File: config.mk
export PLATFORM = sky130hd
export DESIGN_NAME = node_evaluator
export DESIGN_NICKNAME = d
export VERILOG_FILES = /design/src/rtl/node_evaluator.sv
export SDC_FILE = /design/constraint.sdc
export NUM_CORES = 1
export LEC_CHECK = 0
export BUFFER_PORTS_ARGS = -buffer_cell sky130_fd_sc_hd__buf_2
export CAP_MARGIN = 15
export CORE_UTILIZATION = 40
export DETAILED_ROUTE_END_ITERATION = 10
export GPL_ROUTABILITY_DRIVEN = 1
export PLACE_DENSITY = 0.66
export SLEW_MARGIN = 20
export SYNTH_ARGS = -nofsm -noshare
export SYNTH_HDL_FRONTEND = slang
export SYNTH_SLANG_ARGS = --single-unit
File: constraint.sdc
create_clock -name clk -period 7.9 [get_ports clk]
set_input_delay 0.79 -clock clk [delete_from_list [all_inputs] [get_ports clk]]
set_output_delay 0.79 -clock clk [all_outputs]
set_load 0.02 [all_outputs]
File: src/rtl/node_evaluator.sv
// Node evaluator: holds one feature vector per tree traversal and accumulates
// bias + sum(coeff * feature) from the controller's serial term stream.
module node_evaluator #(
    parameter int FEATURES          = 3,
    parameter int FEATURE_BIT_DEPTH = 8,
    parameter int COEFF_BIT_DEPTH   = 4,
    parameter int BIAS_BIT_DEPTH    = 10,
    localparam int PROD_W = FEATURE_BIT_DEPTH + COEFF_BIT_DEPTH,
    localparam int ACC_W  = ((PROD_W > BIAS_BIT_DEPTH) ? PROD_W : BIAS_BIT_DEPTH)
                            + $clog2(FEATURES + 1)
) (
    input  logic                                  clk,
    input  logic                                  reset,
    input  logic                                  in_valid,
    output logic                                  in_ready,
    input  logic [FEATURES*FEATURE_BIT_DEPTH-1:0] in_features,
    input  logic                                  load_bias,
    input  logic                                  term_valid,
    input  logic [COEFF_BIT_DEPTH-1:0]            coeff,
    input  logic                                  is_one,
    input  logic [BIAS_BIT_DEPTH-1:0]             bias,
    input  logic                                  cluster_done,
    output logic                                  child_direction,
    output logic                                  decision_valid,
    output logic [ACC_W-1:0]                      acc_out,
    output logic                                  protocol_error
);

    localparam int FBD   = FEATURE_BIT_DEPTH;
    localparam int IDX_W = (FEATURES > 1) ? $clog2(FEATURES) : 1;

    typedef enum logic [1:0] {IDLE, HOLD, ACCUM} state_t;

    state_t                      state, state_nxt;
    logic [FEATURES*FBD-1:0]     feat_q;
    logic [ACC_W-1:0]            acc;
    logic [IDX_W-1:0]            idx, term_idx;
    logic [FBD-1:0]              sel_feat;
    logic signed [PROD_W-1:0]    prod;
    logic [ACC_W-1:0]            term, base, next_sum;
    logic                        take_term, last_term, err_cond;

    always_ff @(posedge clk or negedge reset) begin
        if (!reset) state <= IDLE;
        else        state <= state_nxt;
    end

    always_comb begin
        state_nxt = state;
        unique case (state)
            IDLE:  if (in_valid) state_nxt = HOLD;
            HOLD:  if (cluster_done)   state_nxt = IDLE;
                   else if (take_term) state_nxt = last_term ? HOLD : ACCUM;
            ACCUM: if (cluster_done)   state_nxt = IDLE;
                   else if (take_term && last_term) state_nxt = HOLD;
            default: state_nxt = IDLE;
        endcase
    end

    always_comb begin
        in_ready = (state == IDLE);
    end

    // load_bias always consumes term 0, including a restart from ACCUM
    always_comb begin
        term_idx = load_bias ? '0 : idx;
        sel_feat = '0;
        for (int unsigned k = 0; k < FEATURES; k++) begin
            if (term_idx == IDX_W'(k)) sel_feat = feat_q[k*FBD +: FBD];
        end
        prod = $signed(sel_feat) * $signed(coeff);
        term = is_one ? {{(ACC_W-FBD){sel_feat[FBD-1]}}, sel_feat}
                      : {{(ACC_W-PROD_W){prod[PROD_W-1]}}, prod};
        base = load_bias ? {{(ACC_W-BIAS_BIT_DEPTH){bias[BIAS_BIT_DEPTH-1]}}, bias} : acc;
        next_sum = base + term;

        take_term = ((state == HOLD) && load_bias && term_valid && !cluster_done)
                 || ((state == ACCUM) && term_valid);
        last_term = load_bias ? (FEATURES == 1) : (idx == IDX_W'(FEATURES - 1));

        err_cond = ((state == IDLE)  && (load_bias || term_valid))
                || ((state == HOLD)  && (load_bias != term_valid))
                || ((state == ACCUM) && load_bias);
    end

    always_ff @(posedge clk or negedge reset) begin
        if (!reset) begin
            feat_q          <= '0;
            acc             <= '0;
            idx             <= '0;
            acc_out         <= '0;
            child_direction <= 1'b0;
            decision_valid  <= 1'b0;
            protocol_error  <= 1'b0;
        end else begin
            decision_valid <= 1'b0;
            protocol_error <= err_cond;
            if ((state == IDLE) && in_valid) feat_q <= in_features;
            if (take_term) begin
                acc <= next_sum;
                idx <= last_term ? '0 : (term_idx + IDX_W'(1));
                if (last_term) begin
                    acc_out         <= next_sum;
                    child_direction <= ~next_sum[ACC_W-1];
                    decision_valid  <= 1'b1;
                end
            end
            // an abort mid-node leaves no partial index behind
            if (cluster_done && (state == ACCUM) && !(take_term && last_term)) idx <= '0;
        end
    end

endmodule

# After elaboration in Yosys (flattened, before gate mapping)
# Index checks and enable logic that the tools add are counted.
[totals]
latchBits = 0
in_bits = 45
register_bits = 59
out_inout_bits = 18
elab_cells = 62
mem_bits_ro = 0
ram_bits = 0
mem_count = 0
[op_classes]
n_shift = 0
mux = 19
mul = 1
n_lt_le_gt_ge = 0
n_div = 0
eq_ne = 9
addsub = 2
n_reduce_logical = 22
n_bitwise = 1
[ops]
columns = ["cell", "n"]
rows = [
  ["$mux 14", 2],
  ["$mux 8", 3],
  ["$mux 2", 10],
  ["$add 14x14->14", 1],
  ["$mul 8x4->12", 1],
  ["$logic_and 1x1->1", 11],
  ["$eq 2x2->1 const B", 3],
  ["$pmux 2 s3", 1],
  ["$eq 2x1->1 const B", 2],
  ["$logic_not 2->1", 2],
  ["$logic_or 1x1->1", 4],
  ["$mux 1", 3],
  ["$ne 3x2->1 const B", 1],
  ["$ne 3x3->1 const B", 1],
  ["$reduce_and 3->1", 1],
  ["$add 2x1->2 const B", 1],
  ["$logic_not 1->1", 2],
  ["$ne 2x2->1 const B", 1],
  ["$reduce_and 2->1", 1],
  ["$reduce_bool 2->1", 1],
  ["$ne 1x1->1", 1],
  ["$not 1->1", 1],
]

# Depth between registers and ports, before layout
# Gate-level depths: netlist of run 1.
[depth]
depth_word = 9
depth_mapped = 32
depth_no_buf = 29

# Worst setup path after synthesis of run 1
# Ideal clock, no wire load.
[synth_timing]
kind = "input -> register"
start = "input load_bias"
end = "register child_direction"
cell_stages = 28
setup_ps = 125
n_path_buf = 3
required_time_ps = 7775
path_slack_ps = 790
arrival_time_ps = 6985
cell_sequence = "buf_4 > inv_2 > nand2_1 > inv_1 > ha_1 > clkbuf_1 > clkbuf_1 > a21oi_1 > o21ai_0 > nand2_1 > fa_1 > fa_1 > inv_1 > fa_1 > ha_1 > fa_1 > a211oi_1 > nor2_1 > o21ai_4 > mux2i_1 > o211ai_2 > ha_1 > and3_1 > a221oi_2 > nor4b_1 > a311oi_2 > xnor2_1 > mux2_4"
[synth_between]
elab_chain_cells = 9
word_cells_on_any_way = 18
classes_between = "add/sub: 1; mul: 1; eq/ne: 2; mux: 7; bitwise: 1; reduce/logical: 6"
[synth_lines]
columns = ["element", "line_no", "text"]
rows = [
  ["start, declared", "17", "input logic load_bias,"],
  ["$mux 2", "66", "term_idx = load_bias ? '0 : idx;"],
  ["$logic_not 2->1", "69", "if (term_idx == IDX_W'(k)) sel_feat = feat_q[k*FBD +: FBD];"],
  ["$mux 8 (3 in a row)", "69", ""],
  ["$mul 8x4->12", "71", "prod = $signed(sel_feat) * $signed(coeff);"],
  ["$mux 14", "72", "term = is_one ? {{(ACC_W-FBD){sel_feat[FBD-1]}}, sel_feat}"],
  ["$add 14x14->14", "75", "next_sum = base + term;"],
  ["$not 1->1", "104", "child_direction <= ~next_sum[ACC_W-1];"],
  ["end signal, assigned", "104", ""],
  ["end, declared", "23", "output logic child_direction,"],
]
# Several ways; a longest one is shown, not always the timed one.
# A chain may end at the register's enable or synchronous reset.

# Worst setup path in the final report of run 1
# Same ends and word-level chain as after synthesis.

==> metrics.yaml, run 1 <==
status: "complete, no violations"
finalHoldViolCount: 0
ys_ff_latch: 59
gp_congestion: 0.850
cts_setup_buffers: 0
grt_overflow: 0
rows: 38
synth_area_per_cell_um2: 9.51
hold_depth: 2
core_region_area_um2: 10900
clkTransAtPathRegs_ns: 0.06
finClkSkew_ns: 0.00567
whs_ns: 0.472
slew_viol_final: 0
diodes: 0
grt_antenna_before_repair: 0
yosysUniqueCellTypes: 52
reg2reg_from: "idx[0]"
fin_tns_setup_ns: 0
worstMarginPinSlew_ns: 1.04
floorplan.initialDensity_pct: 41.4
area_growth_pct: 17.4
drive_gt1_share_pct: 25.2
cap_violations: 0
rsz0062_at_grt: "no"
syn_area_um2: 4530
port_buffers: 62
multi_input_area_um2: 2870
pre_cts_ws_ns: 0.364
io_pins: 63
r2r_slack_ns: 0.85
ys_seq_area_share_pct: 32.6
r2r-end: "child_direction"
rr_worst_depth: 25
fmax_mhz: 136
final_cell_mix: "nand2_1 (68), buf_2 (62), dfrtp_1 (59)"
p_leak_nw: 2.58
ctsHoldBuffers: 0
drcViolationCount: 0
nets: 634
wl_um: 10400
grt_pass1_vias: 3747
hp-class: "reg -> reg"
regArea_um2: 1480
cts-root-buf: "clkbuf_16"
numCtsBuffers: 9
synthesis.instances: 476
htree_levels: 3
cts-resized-gates: 0
crit_fanout: 17
die_w_um: 108
whs_endpoint: "acc_out[9]"
synth_edf_count: 0
peakVddDrop_mv: 0.399
grt_use_total_pct: 19.7
synthFlopType: "dfrtp_1"
wire_per_inst_um: 15.4
end_kind: "flip-flop"
critPathRequiredTime_ns: 8.12
die_area_um2: 11700
nFillCells: 1037
crit_path_start_kind: "input port"
clkLatencyLatePin_ns: 0.34
slew_headroom_pct: 30.7
ant_nets: 0
grt_pass1_wl_um: 17800
async_reset_ff_share_pct: 100
synth_fp_nets: 576
crit_arrival_ns: 7.56
layout_setup_ws_ns: 0.562
power_density_nw_per_um2: 521
timing_worst_setup_path_type: "in -> reg"
hpwl_um: 8000
grt_max_degree: 60
finalSetupViolCount: 0
viasPerCell: 5.33
die_h_um: 108
cts_sinks: 59
cts_tree: "built"
dr.pass1.iters: 5
post-route-period-util_pct: 92.9
drtIter0Drc: 114
vias: 3622
min_period_ns: 7.34
min_from: "acc_out[9]"
clockBufferDepth: 2
final_common_cell: "nand2_1"
yosysWarnings: 0
## metal layers
metal  vias to the layer above  track usage (%)  wire, um  part of all wire (%)
li1                       1768                -         -                     -
met1                      1723             25.7      4750                    46
met2                       108             31.8      4860                    47
met3                        23             3.92       536                   5.1
met4                         0             8.11       284                   2.7
met5                         -                0         0                     0
## per-stage QoR
| stage | total power [W] | cell area (um^2) | std cells | util (%) |
|---|---|---|---|---|
| floorplan | 0.00188 | 4530 | 476 | - |
| global placement | 0.00222 | 4960 | 663 | 45.4 |
| detailed placement | 0.00228 | 4960 | 663 | 45.4 |
| CTS | 0.00277 | 5310 | 679 | 48.6 |
| global route | 0.00302 | 5320 | 679 | 48.6 |
| finish | 0.00277 | 5320 | 679 | 48.6 |
## report_power, final
| part | leakage (nW) | internal [W] | total [W] | switching (W) |
|---|---|---|---|---|
| Sequential | 0.736 | 0.000404 | 0.000460 | 0.0000558 |
| Combinational | 1.68 | 0.000795 | 0.00185 | 0.00106 |
| Clock | 0.167 | 0.000310 | 0.000460 | 0.000150 |
| Total | 2.58 | 0.00151 | 0.00277 | 0.00126 |
## cell families after synthesis
| kind of cell | count (synthesis) | synth area share [%] |
|---|---|---|
| and+or+nand+nor | 161 | 17.3 |
| AOI/OAI and AO/OA | 92 | 13.1 |
| DFF | 59 | 32.6 |
| adders and majority gates | 55 | 18.2 |
| muxes | 47 | 11.7 |
| buffers and inverters | 46 | 3.95 |
| xor gates and xnor gates | 16 | 3.10 |
## cell usage after synthesis, types with 2 or more instances
cell type | n | area share (%)
a211o_1 | 2 | 0.39
a211oi_1 | 7 | 1.2
a21o_1 | 7 | 1.2
a21oi_1 | 20 | 2.2
and2_1 | 20 | 2.8
and3_1 | 3 | 0.41
buf_2 | 2 | 0.22
clkbuf_1 | 16 | 1.3
dfrtp_1 | 59 | 33
fa_1 | 18 | 8.0
ha_1 | 37 | 10
inv_1 | 26 | 2.2
mux2_2 | 44 | 11
mux2i_1 | 2 | 0.44
nand2_1 | 68 | 5.6
nand2b_1 | 5 | 0.69
nand3_1 | 7 | 0.77
nand4_1 | 4 | 0.55
nor2_1 | 32 | 2.7
nor2b_1 | 4 | 0.55
nor3_1 | 5 | 0.55
nor4b_1 | 4 | 0.77
o211ai_1 | 2 | 0.33
o21a_1 | 5 | 0.83
o21ai_0 | 29 | 3.2
o21ai_1 | 3 | 0.33
o21bai_1 | 3 | 0.50
o31ai_1 | 3 | 0.50
or4_1 | 2 | 0.33
xnor2_1 | 13 | 2.5
xor2_1 | 3 | 0.58
## flip-flops by register name, summed over array words and instances, names as in the netlist
| signal | flops |
|---|---|
| state | 2 |
| acc_out | 14 |
| protocol_error | 1 |
| feat_q | 24 |
| acc | 14 |
| decision_valid | 1 |
| child_direction | 1 |
| idx | 2 |
## worst max-delay path: stages
cell and delay (ns):
buf_2 0.13, inv_2 0.12, nand2_1 0.11, inv_1 0.07, ha_1 0.45, a21oi_1 0.12
o21ai_0 0.45, nand2_1 0.14, fa_1 0.48, fa_1 0.54, inv_1 0.05, fa_1 0.45
ha_1 0.24, fa_1 0.42, a211oi_1 0.31, nor2_1 0.16, o21ai_4 0.19, mux2i_1 0.23
o211ai_2 0.15, ha_1 0.38, and3_1 0.19, a221oi_2 0.42, nor4b_1 0.38, a311oi_2 0.10
xnor2_1 0.20, mux2_4 0.28
## layout make-up
type | count | share of cell area, %
Clock inverter | 7 | 2.33
Tap cell | 140 | 3.29
Timing Repair Buffer | 66 | 6.40
Inverter | 27 | 1.91
Multi-Input combinational cell | 371 | 54.1
Clock buffer | 9 | 4.24
Sequential cell | 59 | 27.8
## how the worst max path moves through the flow
stage | startpoint | to | depth (start not counted)
CTS | load_bias | child_direction | 26
detailed placement | load_bias | child_direction | 26
global route | load_bias | child_direction | 26
finish | load_bias | child_direction | 26
floorplan | load_bias | child_direction | 28
global placement | load_bias | child_direction | 26
Note: power is estimated with default switching activity, not from simulation.
==> run 2, diff against run 1 <==
Settings changed: ABC_AREA set to 1.
==> metrics.yaml, run 2 <==
crit_path_start_kind: "input port"
final_common_cell: "nand2_1"
cts-resized-gates: 0  # unchanged
synth_edf_count: 0  # unchanged
hp-class: "reg -> reg"
yosysUniqueCellTypes: 35  # -33%
largest_reg_flops: 24  # unchanged
diodes: 0  # unchanged
wl_um: 10500  # +0.85%
hpwl_um: 8360  # +4.4%
slowest_stage: "fa_1"
grt_antenna_before_repair: 0  # unchanged
post-route-period-util_pct: 82.2  # -11 points
synth_adder_area_share_pct: 18.1  # -0.10 points
area_growth_pct: 16.0
rr_worst_depth: 31  # +24%
drcViolationCount: 0  # unchanged
wl_met3_um: 392  # -27%
ys_ff_latch: 59  # unchanged
crit_fanout: 23  # +6
htree_levels: 3  # unchanged
cts_tree: "built"
ctsHoldBuffers: 0  # unchanged
syn_area_um2: 4550  # +0.55%
final_cell_mix: "nand2_1 (129), inv_1 (70), buf_2 (62)"
synth_common_cells: "nand2_1 (129), inv_1 (70), dfrtp_1 (59)"
grt_use_total_pct: 19.9  # +0.24 points
die_h_um: 109  # +0.27%
ys_seq_area_share_pct: 32.4  # -0.18 points
worstMarginPinSlew_ns: 0.999  # -0.0415 ns
min_period_ns: 6.50  # -0.841 ns
drtIter0Drc: 188  # +65%
yosysTopAreaCell: "dfrtp_1"
wire_per_inst_um: 13.6  # -12%
slew_headroom_pct: 33.3  # +2.6 points
die_area_um2: 11800  # +0.55%
yosys.area_share.simple_pct: 22.3  # +5.0 points
die_w_um: 109  # +0.27%
nets: 729  # +15%
synth_top_family_by_area: "simple AND/OR/NAND/NOR gates"
cts_sinks: 59  # unchanged
reg2reg_from: "idx[0]"
synth_area_per_cell_um2: 8.01  # -16%
clkLatencyLatePin_ns: 0.33  # about the same
clockBufferDepth: 2  # unchanged
cts_setup_buffers: 0  # unchanged
whs_ns: 0.469  # -0.00352 ns
critPathRequiredTime_ns: 8.09  # -0.03 ns
finClkSkew_ns: 0.00531  # -0.000357 ns
multi_input_area_um2: 2720  # -5.5%
finalSetupViolCount: 0  # unchanged
critPathMaxStageDelay_ns: 0.54  # about the same
io_pins: 63  # unchanged
synth_compound_area_share_pct: 10.4  # -2.7 points
placedCellCount: 758  # +14%
cp_common_cell: "inv_1"
status: "complete, no violations"
yosysMostFrequentCell: "nand2_1"
gp_congestion: 0.888  # +4.5%
synth.area.mux_share_pct: 5.94  # -5.8 points
grt_max_degree: 60  # unchanged
regArea_um2: 1480  # unchanged
synthesis.instances: 568  # +19%
cts-root-buf: "clkbuf_16"
largest-register: "feat_q"
dr_wl_met2_um: 4940  # +1.5%
floorplan.initialDensity_pct: 41.4  # +0.049 points
r2r-end: "acc[12]"
r2r_slack_ns: 1.81  # +0.96 ns
synth_top_area_share_pct: 32.4  # -0.18 points
fmax_mhz: 154  # +13%
nFillCells: 1071  # +3.3%
timing_worst_setup_path_type: "in -> reg"
hold_depth: 2  # unchanged
rows: 38  # unchanged
finalHoldViolCount: 0  # unchanged
numCtsBuffers: 9  # unchanged
end_kind: "flip-flop"
grt_pass1_vias: 3991  # +6.5%
synthFlopType: "dfrtp_1"
routed.top_layer: "met4"
stdcell_count: 774  # +14%
vias: 3884  # +7.2%
rsz0062_at_grt: "no"
ant_nets: 0  # unchanged
slew_viol_final: 0  # unchanged
port_buffers: 62  # unchanged
viasPerCell: 5.02  # -5.9%
whs_endpoint: "acc_out[7]"
critPathLaunch: "load_bias"
core_region_area_um2: 11000  # +0.43%
fin_tns_setup_ns: 0  # unchanged
grt_overflow: 0  # unchanged
crit_arrival_ns: 6.69  # -0.87 ns
synth_fp_nets: 668  # +16%
drive_gt1_share_pct: 19.9  # -5.4 points
yosysWarnings: 0  # unchanged
dr.pass1.iters: 4  # -1
grt_pass1_wl_um: 18200  # +2.3%
synthTopCellsByArea: "dfrtp_1 (32%), nand2_1 (11%), ha_1 (10%), fa_1 (7.9%), mux2_2 (5.9%)"
drt-met1-wl_um: 4960  # +4.3%
synth-xor-area-share_pct: 2.89  # -0.21 points
min_from: "acc_out[7]"
clkTransAtPathRegs_ns: 0.06  # about the same
async_reset_ff_share_pct: 100  # unchanged
cap_violations: 0  # unchanged
largest_registers: "feat_q (24), acc (14), acc_out (14)"
[run 2: cell families (layout without fill, tap and decap cells)]
family	Yosys count	count (layout)
multiplexers	24	24
AND/OR/NAND/NOR	237	237
XOR/XNOR	15	15
AO/OA/AOI/OAI	90	90
adder cells (fa/ha/maj)	55	55
buffers and inverters	88	154
flip-flops	59	59
[run 2: area by class of cell]
| cell class | count | share of cell area, % |
|---|---|---|
| multi-input combinational | 421 | 51.5 |
| sequential | 59 | 28.0 |
| timing repair buffer | 63 | 6.02 |
| inverter | 75 | 5.48 |
| clock buffer | 10 | 4.53 |
| tap | 140 | 3.32 |
| clock inverter | 6 | 1.23 |
[run 2: how the worst max path moves through the flow]
| stage | to | slack (ns) | cells past startpoint |
|---|---|---|---|
| 2_1_floorplan | acc[12] | 1.91 | 31 |
| 3_3_place_gp | acc[12] | 1.22 | 31 |
| 3_5_place_dp | acc[12] | 1.08 | 31 |
| 4_1_cts | acc[12] | 1.40 | 31 |
| 5_1_grt | acc[12] | 0.90 | 32 |
| 6_report | acc[12] | 1.40 | 33 |
[run 2: critical path: cells and delay by family]
kind	cells	cell delay, ns
xor gates and xnor gates	1	0.15
AOI/OAI and AO/OA	7	0.93
buffers and inverters	7	0.89
adders and majority gates	7	2.75
and+or+nand+nor	11	1.18
[run 2: routing by layer]
layer  up-vias  GRT usage (%)
met1      1830           25.8
met5         -              0
met2        81           33.0
li1       1955              -
met3        18           3.53
met4         0           7.82
[run 2: per-stage QoR]
stage / utilization (%) / setup slack, ns / instance area, um^2
floorplan: - / 1.91 / 4550
global placement: 45.3 / 1.22 / 4970
detailed placement: 45.3 / 1.08 / 4970
CTS: 48.1 / 1.40 / 5280
global route: 48.1 / 0.900 / 5280
finish: 48.1 / 1.40 / 5280
Power of run 2 is left out: the tool's default activity adds up to more than one toggle a clock period on the data nets, which glitch-free logic cannot reach.
==> run 3, diff against run 2 <==
Clock period 7.9 ns to 6.5 ns, I/O delays scaled along.
==> metrics.yaml, run 3 (synthesized netlist as in run 2, its figures left out) <==
status: "complete, no violations"
cts_tree: "built"
cts-resized-gates: 0  # unchanged
core_region_area_um2: 11000  # unchanged
dr.pass1.iters: 5  # +1
viasPerCell: 5.00  # -0.31%
reg2reg_from: "idx[0]"
grt_overflow: 0  # unchanged
crit_path_start_kind: "input port"
die_area_um2: 11800  # unchanged
slowest_stage: "fa_1"
port_buffers: 62  # unchanged
area_growth_pct: 17.1
finClkSkew_ns: 0.00764  # +0.00233 ns
slew_viol_final: 0  # unchanged
finalHoldViolCount: 0  # unchanged
nets: 732  # +0.41%
min_period_ns: 5.89
worst-path-buf-inv: 5  # -2
post-route-period-util_pct: 90.6
diodes: 0  # unchanged
floorplan.initialDensity_pct: 41.4  # unchanged
wire_per_inst_um: 13.5  # -1.0%
io_pins: 63  # unchanged
r2r_slack_ns: 0.62  # -1.19 ns
crit_arrival_ns: 6.09  # -0.60 ns
final_cell_mix: "nand2_1 (129), inv_1 (70), buf_2 (62)"
critPathMaxStageDelay_ns: 0.55  # about the same
die_h_um: 109  # unchanged
cap_violations: 0  # unchanged
clkLatencyLatePin_ns: 0.34  # about the same
die_w_um: 109  # unchanged
ctsHoldBuffers: 0  # unchanged
crit_family: "adder cells"
grt_pass1_vias: 3902  # -2.2%
numCtsBuffers: 9  # unchanged
grt_pass1_wl_um: 17700  # -2.8%
finalSetupViolCount: 0  # unchanged
stdcell_count: 777  # +0.39%
rr_worst_depth: 30  # -3.2%
gp_congestion: 0.911  # +2.6%
htree_levels: 3  # unchanged
final_common_cell: "nand2_1"
clkTransAtPathRegs_ns: 0.05  # about the same
r2r-end: "acc[12]"
wl_um: 10500  # -0.67%
crit_fanout: 8  # -65%
vias: 3887  # +0.077%
drive_gt1_share_pct: 20.4  # +0.53 points
hpwl_um: 8330  # -0.29%
drtIter0Drc: 240  # +28%
largest-register: "feat_q"
largest_registers: "feat_q (24), acc (14), acc_out (14)"
grt_max_degree: 60  # unchanged
rows: 38  # unchanged
hp-class: "in -> async"
drcViolationCount: 0  # unchanged
cts_setup_buffers: 0  # unchanged
slew_headroom_pct: 31.2  # -2.1 points
placedCellCount: 761  # +0.40%
cts-root-buf: "clkbuf_16"
grt_use_total_pct: 19.7  # -0.20 points
fin_tns_setup_ns: 0  # unchanged
clockBufferDepth: 2  # unchanged
grt_antenna_before_repair: 0  # unchanged
nFillCells: 1054  # -1.6%
rsz0062_at_grt: "no"
ant_nets: 0  # unchanged
critPathRequiredTime_ns: 6.70  # -1.39 ns
largest_reg_flops: 24  # unchanged
cts_sinks: 59  # unchanged
worstMarginPinSlew_ns: 1.03  # +0.0308 ns
timing_worst_setup_path_type: "in -> reg"
end_kind: "flip-flop"
fmax_mhz: 170
[run 3: cell types whose count changed in the layout (fill, tap and decap cells not counted), sizes merged]
cell / previous run / this run
clkinv: 5 / 2
buf: 63 / 66
bufinv: 1 / 2
clkbuf: 10 / 12
[run 3: layout make-up]
| cell class | count | area [um^2] | share of cell area [%] |
|---|---|---|---|
| Sequential cell | 59 | 1480 | 27.7 |
| Timing Repair Buffer | 66 | 340 | 6.38 |
| Clock inverter | 4 | 72.6 | 1.36 |
| Multi-Input combinational cell | 421 | 2720 | 51.0 |
| Clock buffer | 12 | 256 | 4.81 |
| Tap cell | 140 | 175 | 3.29 |
| Inverter | 75 | 289 | 5.42 |
[run 3: per-stage QoR]
stage | util, % | hold slack (ns) | cell area, um^2 | setup WS [ns]
2_1_floorplan | - | 0.354 | 4550 | 0.646
3_3_place_gp | 45.5 | 0.458 | 5000 | 0.321
3_5_place_dp | 45.5 | 0.464 | 5000 | 0.156
4_1_cts | 48.5 | 0.477 | 5330 | 0.510
5_1_grt | 48.5 | 0.506 | 5330 | 0.0165
6_report | 48.5 | 0.460 | 5330 | 0.608
[run 3: routing by layer]
metal	wire length, um	GRT usage (%)	vias to the layer above	part of all wire, %
li1	-	-	1968	-
met1	4970	25.2	1832	48
met2	4920	32.8	72	47
met3	377	4.60	15	3.6
met4	177	6.56	0	1.7
met5	0	0	-	0
[run 3: worst max-delay path by stage]
stage               startpoint      end  slack, ns  cells after the start
finish               load_bias  acc[12]       0.61                     31
CTS                  load_bias  acc[12]       0.51                     32
floorplan            load_bias  acc[12]       0.65                     31
global placement     load_bias  acc[12]       0.32                     32
global route         load_bias  acc[12]       0.02                     33
detailed placement   load_bias  acc[12]       0.16                     32
Power of run 3 is left out for the same reason.
